## config.mk

```make
export PLATFORM = sky130hd
export DESIGN_NAME = cbx_param_cfg
export DESIGN_NICKNAME = d
export VERILOG_FILES = /design/src/rtl/cbx_param_cfg.sv
export SDC_FILE = /design/constraint.sdc
export NUM_CORES = 1
export LEC_CHECK = 0
export BUFFER_PORTS_ARGS = -buffer_cell sky130_fd_sc_hd__clkbuf_2
export CAP_MARGIN = 20
export CORE_MARGIN = 2
export CORE_UTILIZATION = 47
export DETAILED_ROUTE_END_ITERATION = 8
export HOLD_SLACK_MARGIN = 0.05
export PLACE_DENSITY = 0.75
export SLEW_MARGIN = 20
export SYNTH_ARGS = -nofsm -noshare
export SYNTH_HDL_FRONTEND = slang
export SYNTH_SLANG_ARGS = --single-unit
```

## constraint.sdc

```tcl
create_clock -name prog_clk -period 1.8 [get_ports prog_clk]
set_input_delay 0 -clock prog_clk [delete_from_list [all_inputs] [get_ports prog_clk]]
set_output_delay 0 -clock prog_clk [all_outputs]
set_load 0.01 [all_outputs]
```

## src/rtl/cbx_param_cfg.sv

```systemverilog
// X-channel connection block: IPIN muxes fed from left/right tracks, double-buffered selects.
// Build option CB_CFG_PARITY_EN adds port cfg_parity and an even-parity check on commit.
module cbx_param_cfg #(
  parameter int CHAN_W   = 20,
  parameter int NUM_IPIN = 6,
  parameter int MUX_SIZE = 10,
  parameter int SEL_W    = 4,
  parameter int STRIDE   = 3
) (
  input  logic                prog_clk,
  input  logic                prog_reset,
  input  logic [CHAN_W-1:0]   chanx_left_in,
  input  logic [CHAN_W-1:0]   chanx_right_in,
  output logic [CHAN_W-1:0]   chanx_left_out,
  output logic [CHAN_W-1:0]   chanx_right_out,
  output logic [NUM_IPIN-1:0] bottom_grid_pin,
  input  logic                ccff_head,
  input  logic                ccff_en,
  input  logic                cfg_commit,
  output logic                ccff_tail,
  output logic                cfg_full,
  output logic                cfg_ack,
  output logic                cfg_err
`ifdef CB_CFG_PARITY_EN
  ,
  input  logic                cfg_parity
`endif
);

  localparam int CHAIN_LEN = NUM_IPIN * SEL_W;
  localparam int CNT_W     = $clog2(CHAIN_LEN + 1);
  localparam logic [CNT_W-1:0] CNT_FULL = CNT_W'(CHAIN_LEN);
  localparam logic [CNT_W-1:0] CNT_ONE  = CNT_W'(1);

  function automatic logic even_parity(input logic [CHAIN_LEN-1:0] bits);
    return ^bits;
  endfunction

  logic [CHAIN_LEN-1:0] chain_r, chain_nxt_s;
  logic [CHAIN_LEN-1:0] active_r, active_nxt_s;
  logic [CNT_W-1:0]     bit_cnt_r, bit_cnt_nxt_s;
  logic                 ack_r, ack_nxt_s;
  logic                 err_r, err_nxt_s;
  logic                 full_s, parity_ok_s, shift_s, commit_ok_s, commit_bad_s;
  logic [NUM_IPIN-1:0][MUX_SIZE-1:0] mux_in_s;
  logic [NUM_IPIN-1:0]  pin_s;

  assign chanx_left_out  = chanx_right_in;
  assign chanx_right_out = chanx_left_in;

  assign full_s = (bit_cnt_r == CNT_FULL);

`ifdef CB_CFG_PARITY_EN
  assign parity_ok_s = (even_parity(chain_r) == cfg_parity);
`else
  assign parity_ok_s = 1'b1;
`endif

  // Commit wins over shift; the shift is suppressed on any commit cycle, accepted or not.
  assign shift_s      = ccff_en & ~cfg_commit;
  assign commit_ok_s  = cfg_commit & full_s & parity_ok_s;
  assign commit_bad_s = cfg_commit & ~commit_ok_s;

  // Next-state for the config chain, active selects, bit counter and status flags.
  always_comb begin
    chain_nxt_s   = chain_r;
    active_nxt_s  = active_r;
    bit_cnt_nxt_s = bit_cnt_r;
    ack_nxt_s     = 1'b0;
    err_nxt_s     = err_r;
    if (commit_ok_s) begin
      active_nxt_s  = chain_r;
      bit_cnt_nxt_s = '0;
      ack_nxt_s     = 1'b1;
    end else if (commit_bad_s) begin
      err_nxt_s = 1'b1;
    end else if (shift_s) begin
      chain_nxt_s   = {chain_r[CHAIN_LEN-2:0], ccff_head};
      bit_cnt_nxt_s = full_s ? bit_cnt_r : (bit_cnt_r + CNT_ONE);
    end else begin
      chain_nxt_s = chain_r;
    end
  end

  // State registers with synchronous reset.
  always_ff @(posedge prog_clk) begin
    if (prog_reset) begin
      chain_r   <= '0;
      active_r  <= '0;
      bit_cnt_r <= '0;
      ack_r     <= 1'b0;
      err_r     <= 1'b0;
    end else begin
      chain_r   <= chain_nxt_s;
      active_r  <= active_nxt_s;
      bit_cnt_r <= bit_cnt_nxt_s;
      ack_r     <= ack_nxt_s;
      err_r     <= err_nxt_s;
    end
  end

  assign ccff_tail = chain_r[CHAIN_LEN-1];
  assign cfg_full  = full_s;
  assign cfg_ack   = ack_r;
  assign cfg_err   = err_r;

  // Input j of pin k: pair m=j/2 taps track (k + m*STRIDE) mod CHAN_W, even=left, odd=right.
  for (genvar gk = 0; gk < NUM_IPIN; gk++) begin : g_pin
    for (genvar gj = 0; gj < MUX_SIZE; gj++) begin : g_in
      localparam int TRK = (gk + (gj / 2) * STRIDE) % CHAN_W;
      if ((gj % 2) == 0) begin : g_left
        assign mux_in_s[gk][gj] = chanx_left_in[TRK];
      end else begin : g_right
        assign mux_in_s[gk][gj] = chanx_right_in[TRK];
      end
    end
  end

  // One-hot AND-OR mux; a select at or beyond MUX_SIZE matches no input and yields 0.
  always_comb begin
    pin_s = '0;
    for (int k = 0; k < NUM_IPIN; k++) begin
      for (int j = 0; j < MUX_SIZE; j++) begin
        pin_s[k] = pin_s[k] |
                   ((active_r[k*SEL_W +: SEL_W] == SEL_W'(j)) & mux_in_s[k][j]);
      end
    end
  end

  assign bottom_grid_pin = pin_s;

endmodule

```

==> impl_results.html, run 1 <==
<table>
<tr><th>Metric</th><th>Value</th></tr>
<tr><th colspan="2">GRT</th></tr>
<tr><td>Global router's overall resource usage</td><td>16.9%</td></tr>
<tr><td>Via count of the first global-routing pass</td><td>1943</td></tr>
<tr><td>Met3 track demand over resource in global routing</td><td>5.00%</td></tr>
<tr><td>Largest net degree at the start of global routing</td><td>30</td></tr>
<tr><td>Initial antenna violation count</td><td>0</td></tr>
<tr><td>Routing usage on met1</td><td>20.2%</td></tr>
<tr><td>Global-route wire length before repair</td><td>8630 µm</td></tr>
<tr><td>GRT overflow</td><td>0</td></tr>
<tr><td>Fraction of met2 tracks used by global routing</td><td>29.2%</td></tr>
<tr><td>Busiest metal layer after global routing</td><td>met2</td></tr>
<tr><th colspan="2">Route</th></tr>
<tr><td>Number of vias after detailed routing</td><td>2295</td></tr>
<tr><td>WL final</td><td>5580 µm</td></tr>
<tr><td>Routed WL per cell</td><td>12.9 µm</td></tr>
<tr><td>Residual antenna-violating net count after detailed routing</td><td>0</td></tr>
<tr><td>Drt pass-1 iters</td><td>4</td></tr>
<tr><td>DRC viols</td><td>0</td></tr>
<tr><td>Number of vias per cell</td><td>5.31</td></tr>
<tr><td>Initial detailed-routing violation count</td><td>147</td></tr>
<tr><th colspan="2">Critical path</th></tr>
<tr><td>Count of cells along the worst register-to-register path</td><td>7</td></tr>
<tr><td>Critical Path AT</td><td>1.68 ns</td></tr>
<tr><td>Highest net fanout along the worst path</td><td>7</td></tr>
<tr><td>Setup Crit Path Kind</td><td>register to output port</td></tr>
<tr><td>Category of the worst setup path launch point</td><td>register</td></tr>
<tr><td>Critical path required time</td><td>1.80 ns</td></tr>
<tr><td>Kind of capture point of the worst setup path</td><td>output port</td></tr>
<tr><th colspan="2">Hold path</th></tr>
<tr><td>Count of cells along the worst hold path</td><td>2</td></tr>
<tr><td>Min-delay worst type</td><td>input pin to register</td></tr>
<tr><th colspan="2">Clocking</th></tr>
<tr><td>Maximum clock path buffer count</td><td>2</td></tr>
<tr><td>Clock latency on the worst-skew pair</td><td>0.31 ns</td></tr>
<tr><td>Clock Tree Root</td><td>clkbuf_8</td></tr>
<tr><td>Total setup buffers inserted after CTS</td><td>0</td></tr>
<tr><td>Number of levels in the clock H-tree</td><td>2</td></tr>
<tr><td>Total clock buffers created by CTS</td><td>5</td></tr>
<tr><td>TritonCTS clock tree</td><td>built</td></tr>
<tr><td>Count of clock tree sinks</td><td>55</td></tr>
<tr><td>Clk slew on worst S/H paths</td><td>0.09 ns</td></tr>
<tr><th colspan="2">Die</th></tr>
<tr><td>Die area</td><td>6600 µm²</td></tr>
<tr><td>Die Y</td><td>81.2 µm</td></tr>
<tr><td>Core Box Area</td><td>5850 µm²</td></tr>
<tr><td>Initial core utilization</td><td>47.9%</td></tr>
<tr><td>Number of core rows</td><td>28</td></tr>
<tr><td>Top-level port count</td><td>95</td></tr>
<tr><td>Horiz. Die Dim</td><td>81.2 µm</td></tr>
<tr><th colspan="2">Power and ir drop</th></tr>
<tr><td>Reported leakage power</td><td>1.25 nW</td></tr>
<tr><td>Maximum VDD drop</td><td>0.382 mV</td></tr>
<tr><td>Total power consumption of the routed design</td><td>2.19 mW</td></tr>
<tr><td>Total power density per cell area</td><td>696 nW/µm²</td></tr>
<tr><th colspan="2">Timing</th></tr>
<tr><td>Post-layout min period</td><td>1.68 ns</td></tr>
<tr><td>Tightest Pin Transition</td><td>0.399 ns</td></tr>
<tr><td>Final cycle utilization of the critical path</td><td>93.5%</td></tr>
<tr><td>Maximum clock frequency</td><td>594 MHz</td></tr>
<tr><td>RSZ-0062 raised after global routing</td><td>no</td></tr>
<tr><td>Final setup vio count</td><td>0</td></tr>
<tr><td>Final slew viol count</td><td>0</td></tr>
<tr><td>Number of hold-slack violations in the final timing report</td><td>0</td></tr>
<tr><td>Worst Clk Skew</td><td>0.00833 ns</td></tr>
<tr><td>Worst slew margin relative to its limit</td><td>73.4%</td></tr>
<tr><td>Summed negative setup slack over all endpoints</td><td>0 ns</td></tr>
<tr><th colspan="2">Synthesis</th></tr>
<tr><td>Count of flip-flops with a built-in enable after synthesis</td><td>0</td></tr>
<tr><td>Sequential fraction of the synthesis area</td><td>39.3%</td></tr>
<tr><td>Synthesized area per cell</td><td>9.04 µm²</td></tr>
<tr><td>Synthesized netlist net count</td><td>357</td></tr>
<tr><td>Distinct cell type count after synthesis</td><td>39</td></tr>
<tr><td>Number of instances in the synthesized netlist</td><td>310</td></tr>
<tr><td>Synth async-reset ratio</td><td>0%</td></tr>
<tr><td>Most used flip-flop cell after synthesis</td><td>dfxtp_1</td></tr>
<tr><td>Combined area of all synthesized cells</td><td>2800 µm²</td></tr>
<tr><td>Yosys warning total</td><td>0</td></tr>
<tr><td>#FFs+latches synth</td><td>55</td></tr>
<tr><th colspan="2">Finish</th></tr>
<tr><td>Layout-stage area growth over the synthesis result</td><td>12.3%</td></tr>
<tr><td>Antenna diode instance count</td><td>0</td></tr>
<tr><td>Number of nets in the final layout</td><td>403</td></tr>
<tr><td>Fraction of final layout cells sized beyond drive strength 1</td><td>33.9%</td></tr>
<tr><th colspan="2">Place</th></tr>
<tr><td>Post-DP HPWL</td><td>3850 µm</td></tr>
<tr><td>Placer Congestion</td><td>0.807</td></tr>
<tr><td>IO Port Bufs</td><td>86</td></tr>
<tr><th colspan="2">Flow run</th></tr>
<tr><td>Total of max-cap violations</td><td>0</td></tr>
<tr><th colspan="2">Outcome</th></tr>
<tr><td>Result of the run</td><td>finished, final reports clean</td></tr>
</table>
## cells in the final DEF (no fill, tap or decap), types with 2 or more instances in the layout
master         synthesis  layout
nand3_1                2       2
clkbuf_8               0       6
nand2_1               51      51
ha_1                   2       2
o21ai_0               12      12
dlygate4sd3_1          0       6
nand2b_1               2       2
nand4_1                2       2
a21oi_4                1       2
nor2_1                 9       9
buf_4                 41       3
nor4b_1                5       5
nor3b_1                4       4
clkbuf_2               0      86
a31o_2                 4       4
mux2i_1               16      16
a21oi_1               30      30
dfxtp_4                0       2
a22o_1                24      24
mux2_2                 7       7
xor2_1                 3       3
dfxtp_1               55      53
a311oi_1               4       4
inv_1                  3       3
## per-layer routing
metal	wire length [µm]	part of all wire (%)	up-vias
li1	-	-	1158
met1	2550	46	1067
met2	2630	47	64
met3	326	5.8	6
met4	66	1.2	0
met5	0	0	-
## layout make-up
cell class	instances	area [µm²]
Tap cell	75	93.8
Clock inverter	2	16.3
Clock buffer	6	82.6
Inverter	4	15.0
Multi-Input combinational cell	195	1320
Timing Repair Buffer	95	513
Sequential cell	55	1110
Fill cell	545	2700
## flip-flops by register name, indices dropped and copies added (netlist names)
name       flops
cfg_ack        1
bit_cnt_r      5
active_r      24
chain_r       24
cfg_err        1
## path summary, 6_finish.rpt
check | start | end | slack, ns
worst max-delay path | active_r[1] | bottom_grid_pin[0] | 0.12
worst min-delay path | prog_reset | chain_r[3] | 0.10
worst max register to register | bit_cnt_r[0] | active_r[5] | 0.15
worst min register to register | chain_r[19] | chain_r[20] | 0.47
## power breakdown
group          total, mW  internal (mW)  switching, mW
clock network      0.707          0.314          0.393
logic              0.260          0.115          0.145
registers           1.22           1.22        0.00446
## synthesized netlist by cell type, types with 3 or more instances
| cell | n | area, µm² |
|---|---|---|
| a21oi_1 | 30 | 150 |
| a22o_1 | 24 | 210 |
| a311oi_1 | 4 | 35.0 |
| a31o_2 | 4 | 35.0 |
| buf_2 | 8 | 40.0 |
| buf_4 | 41 | 308 |
| clkbuf_1 | 6 | 22.5 |
| dfxtp_1 | 55 | 1100 |
| inv_1 | 3 | 11.3 |
| mux2_2 | 7 | 78.8 |
| mux2i_1 | 16 | 160 |
| nand2_1 | 51 | 191 |
| nor2_1 | 9 | 33.8 |
| nor3b_1 | 4 | 30.0 |
| nor4b_1 | 5 | 43.8 |
| o21ai_0 | 12 | 60.1 |
| xor2_1 | 3 | 26.3 |
## metrics by stage
step | util (%) | setup slack (ns) | cell area [µm²] | hold WS [ns] | instances
5_1_grt | 53.8 | 0.00151 | 3150 | 0.107 | 432
6_report | 53.8 | 0.117 | 3150 | 0.101 | 432
2_1_floorplan | - | 0.388 | 2800 | 0.0918 | 310
3_5_place_dp | 50.6 | 0.0964 | 2960 | 0.000119 | 417
4_1_cts | 53.3 | 0.00411 | 3120 | 0.0557 | 431
3_3_place_gp | 50.6 | 0.157 | 2960 | 0.000119 | 417
## kinds of logic (layout without fill, tap and decap cells)
kind of cell | count (synthesis) | after routing | share of synthesized area (%)
AO/OA/AOI/OAI | 84 | 85 | 20.9
AND/OR/NAND/NOR | 80 | 80 | 14.1
buffers and inverters | 61 | 107 | 14.5
flip-flops | 55 | 55 | 39.3
multiplexers | 24 | 24 | 9.06
XOR/XNOR | 4 | 4 | 1.25
adder cells (fa/ha/maj) | 2 | 2 | 0.892
## timing repair
item,4_1_cts,5_1_grt
endpoints found under the setup margin,0,26
resized for setup,0,6
hold buffers,6,0
hold endpoints to repair,6,0
## critical path, stage by stage (launching register included)
cell      delay [ns]
dfxtp_1         0.46
mux2_2          0.37
a21oi_1         0.13
o21ai_0         0.09
a31o_2          0.21
clkbuf_2        0.12
Note: power is estimated with default switching activity, not from simulation.
==> run 2, diff against run 1 <==
Settings changed: GPL_TIMING_DRIVEN from default to 0.
==> impl_results.html, run 2 (synthesis results as in run 1) <==
<table>
<tr><th>Metric</th><th>Value</th></tr>
<tr><th colspan="2">Clocking</th></tr>
<tr><td>Number of levels in the clock H-tree</td><td>2</td></tr>
<tr><td>Clock Tree Root</td><td>clkbuf_8</td></tr>
<tr><td>Total clock buffers created by CTS</td><td>5</td></tr>
<tr><td>Total setup buffers inserted after CTS</td><td>0</td></tr>
<tr><td>Maximum clock path buffer count</td><td>2</td></tr>
<tr><td>Clk slew on worst S/H paths</td><td>0.10 ns</td></tr>
<tr><td>Clock latency on the worst-skew pair</td><td>0.31 ns</td></tr>
<tr><td>TritonCTS clock tree</td><td>built</td></tr>
<tr><td>Count of clock tree sinks</td><td>55</td></tr>
<tr><th colspan="2">Finish</th></tr>
<tr><td>Antenna diode instance count</td><td>0</td></tr>
<tr><td>Leading cell type in the layout, fill and taps excluded</td><td>clkbuf_2</td></tr>
<tr><td>Most frequent cells in the layout</td><td>clkbuf_2 (89), dfxtp_1 (52), nand2_1 (51), buf_4 (41), a21oi_1 (30)</td></tr>
<tr><td>Largest registers</td><td>active_r (24), chain_r (24), bit_cnt_r (5)</td></tr>
<tr><td>Fraction of final layout cells sized beyond drive strength 1</td><td>41.6%</td></tr>
<tr><td>Number of nets in the final layout</td><td>457</td></tr>
<tr><td>Layout-stage area growth over the synthesis result</td><td>24.4%</td></tr>
<tr><td>Util after Layout</td><td>59.6%</td></tr>
<tr><th colspan="2">Power and ir drop</th></tr>
<tr><td>Reported leakage power</td><td>1.48 nW</td></tr>
<tr><td>Sw Share</td><td>25.6%</td></tr>
<tr><td>Gate power share</td><td>14.4%</td></tr>
<tr><td>Sequential share of power</td><td>54.6%</td></tr>
<tr><td>Total power density per cell area</td><td>644 nW/µm²</td></tr>
<tr><td>Switching power</td><td>575 µW</td></tr>
<tr><td>Power share of the clock group</td><td>31.0%</td></tr>
<tr><td>Maximum VDD drop</td><td>0.503 mV</td></tr>
<tr><td>Internal power contribution</td><td>1.67 mW</td></tr>
<tr><th colspan="2">Timing</th></tr>
<tr><td>Final slew viol count</td><td>0</td></tr>
<tr><td>Worst hold slack</td><td>0.120 ns</td></tr>
<tr><td>Worst Clk Skew</td><td>0.00970 ns</td></tr>
<tr><td>Summed negative setup slack over all endpoints</td><td>0 ns</td></tr>
<tr><td>Post-layout min period</td><td>1.70 ns</td></tr>
<tr><td>Final setup vio count</td><td>0</td></tr>
<tr><td>Number of hold-slack violations in the final timing report</td><td>0</td></tr>
<tr><td>RSZ-0062 raised after global routing</td><td>no</td></tr>
<tr><td>Tightest Pin Transition</td><td>0.505 ns</td></tr>
<tr><td>Maximum clock frequency</td><td>587 MHz</td></tr>
<tr><td>Worst slew margin relative to its limit</td><td>66.3%</td></tr>
<tr><td>Final cycle utilization of the critical path</td><td>94.6%</td></tr>
<tr><th colspan="2">Die</th></tr>
<tr><td>Core Box Area</td><td>5850 µm²</td></tr>
<tr><td>Initial core utilization</td><td>47.9%</td></tr>
<tr><td>Top-level port count</td><td>95</td></tr>
<tr><td>Number of core rows</td><td>28</td></tr>
<tr><td>Die area</td><td>6600 µm²</td></tr>
<tr><td>Horiz. Die Dim</td><td>81.2 µm</td></tr>
<tr><td>Die Y</td><td>81.2 µm</td></tr>
<tr><th colspan="2">GRT</th></tr>
<tr><td>Via count of the first global-routing pass</td><td>2128</td></tr>
<tr><td>Global-route wire length before repair</td><td>9540 µm</td></tr>
<tr><td>GRT overflow</td><td>0</td></tr>
<tr><td>Global router's overall resource usage</td><td>18.1%</td></tr>
<tr><td>Largest net degree at the start of global routing</td><td>19</td></tr>
<tr><td>Initial antenna violation count</td><td>0</td></tr>
<tr><th colspan="2">Critical path</th></tr>
<tr><td>Reg2reg setup slack</td><td>0.15 ns</td></tr>
<tr><td>Reg-to-reg endpoint</td><td>active_r[1]</td></tr>
<tr><td>Highest net fanout along the worst path</td><td>6</td></tr>
<tr><td>Setup Crit Path Kind</td><td>register to output port</td></tr>
<tr><td>Startpoint of the worst setup timing path</td><td>active_r[5]</td></tr>
<tr><td>Critical Path AT</td><td>1.70 ns</td></tr>
<tr><td>Kind of capture point of the worst setup path</td><td>output port</td></tr>
<tr><td>Critical path required time</td><td>1.80 ns</td></tr>
<tr><td>Start of the worst register-to-register path</td><td>bit_cnt_r[0]</td></tr>
<tr><td>Capturing element of the worst setup path</td><td>bottom_grid_pin[1]</td></tr>
<tr><td>Category of the worst setup path launch point</td><td>register</td></tr>
<tr><td>Count of cells along the worst register-to-register path</td><td>7</td></tr>
<tr><th colspan="2">Place</th></tr>
<tr><td>Post-DP HPWL</td><td>4470 µm</td></tr>
<tr><td>Placer Congestion</td><td>0.771</td></tr>
<tr><td>IO Port Bufs</td><td>89</td></tr>
<tr><th colspan="2">Hold path</th></tr>
<tr><td>Min-delay worst type</td><td>input pin to register</td></tr>
<tr><th colspan="2">Route</th></tr>
<tr><td>Wire length on met3</td><td>269 µm</td></tr>
<tr><td>Drt pass-1 iters</td><td>4</td></tr>
<tr><td>Residual antenna-violating net count after detailed routing</td><td>0</td></tr>
<tr><td>Number of vias after detailed routing</td><td>2439</td></tr>
<tr><td>Routed WL per cell</td><td>11.8 µm</td></tr>
<tr><td>Number of vias per cell</td><td>5.02</td></tr>
<tr><td>WL final</td><td>5730 µm</td></tr>
<tr><td>Top metal layer carrying routed signals</td><td>met4</td></tr>
<tr><td>Detail Route met2 WL</td><td>2730 µm</td></tr>
<tr><td>Initial detailed-routing violation count</td><td>96</td></tr>
<tr><td>Wire length on met1</td><td>2680 µm</td></tr>
<tr><td>DRC viols</td><td>0</td></tr>
<tr><th colspan="2">Outcome</th></tr>
<tr><td>Result of the run</td><td>finished, final reports clean</td></tr>
<tr><th colspan="2">Flow run</th></tr>
<tr><td>Total of max-cap violations</td><td>0</td></tr>
</table>
==> run 2: final cells by class <==
type	instances	area [µm²]
plain buffers	57	393
clock buffers	5	68.8
clock inverters	3	23.8
fillers	512	2360
inverters	4	15.0
multi-input cells	194	1300
flip-flops and latches	55	1110
well taps	75	93.8
repair buffers	93	485
==> run 2: worst min path at each step <==
stage | end | cells past startpoint | startpoint | slack [ns]
floorplan | chanx_left_out[0] | 1 | chanx_right_in[0] | 0.09
global placement | chanx_left_out[18] | 2 | chanx_right_in[18] | 0.19
detailed placement | chanx_right_out[19] | 2 | chanx_left_in[19] | 0.19
CTS | chain_r[22] | 5 | ccff_en | 0.12
global route | chain_r[22] | 5 | ccff_en | 0.13
finish | chain_r[1] | 5 | ccff_en | 0.12
==> run 2: what timing repair did <==
item	in CTS	in global routing
hold buffers	4	0
hold endpoints to repair	6	0
endpoints found under the setup margin	1	3
resized for setup	1	4
==> run 2: critical path, stage by stage (launching register included) <==
cell and delay (ns):
dfxtp_2 0.40, mux2_4 0.32, a221oi_2 0.26, nor3_1 0.06
a211o_1 0.22, clkbuf_2 0.13
==> run 2: metrics by stage <==
stage	instances	total power [mW]	cell area, µm²	worst slack, ns
6_report	486	2.24	3490	0.0978
3_3_place_gp	474	1.57	3340	0.204
4_1_cts	486	2.26	3480	0.0126
5_1_grt	486	2.34	3490	0.0156
3_5_place_dp	474	1.58	3340	0.206
2_1_floorplan	310	1.44	2800	0.388
==> run 2: layer usage <==
layer  GRT usage [%]  vias to the layer above
li1                -                     1272
met5               0                        -
met2            31.7                       54
met3            3.67                        7
met1            23.0                     1106
met4            4.07                        0
==> run 2: power by group through the flow <==
| stage | Sequential [mW] | Combinational [mW] | Clock [mW] |
|---|---|---|---|
| 2_1_floorplan | 1.25 | 0.187 | 0 |
| 3_3_place_gp | 1.25 | 0.317 | 0 |
| 3_5_place_dp | 1.26 | 0.320 | 0 |
| 4_1_cts | 1.23 | 0.327 | 0.705 |
| 5_1_grt | 1.23 | 0.358 | 0.759 |
| 6_report | 1.23 | 0.324 | 0.695 |
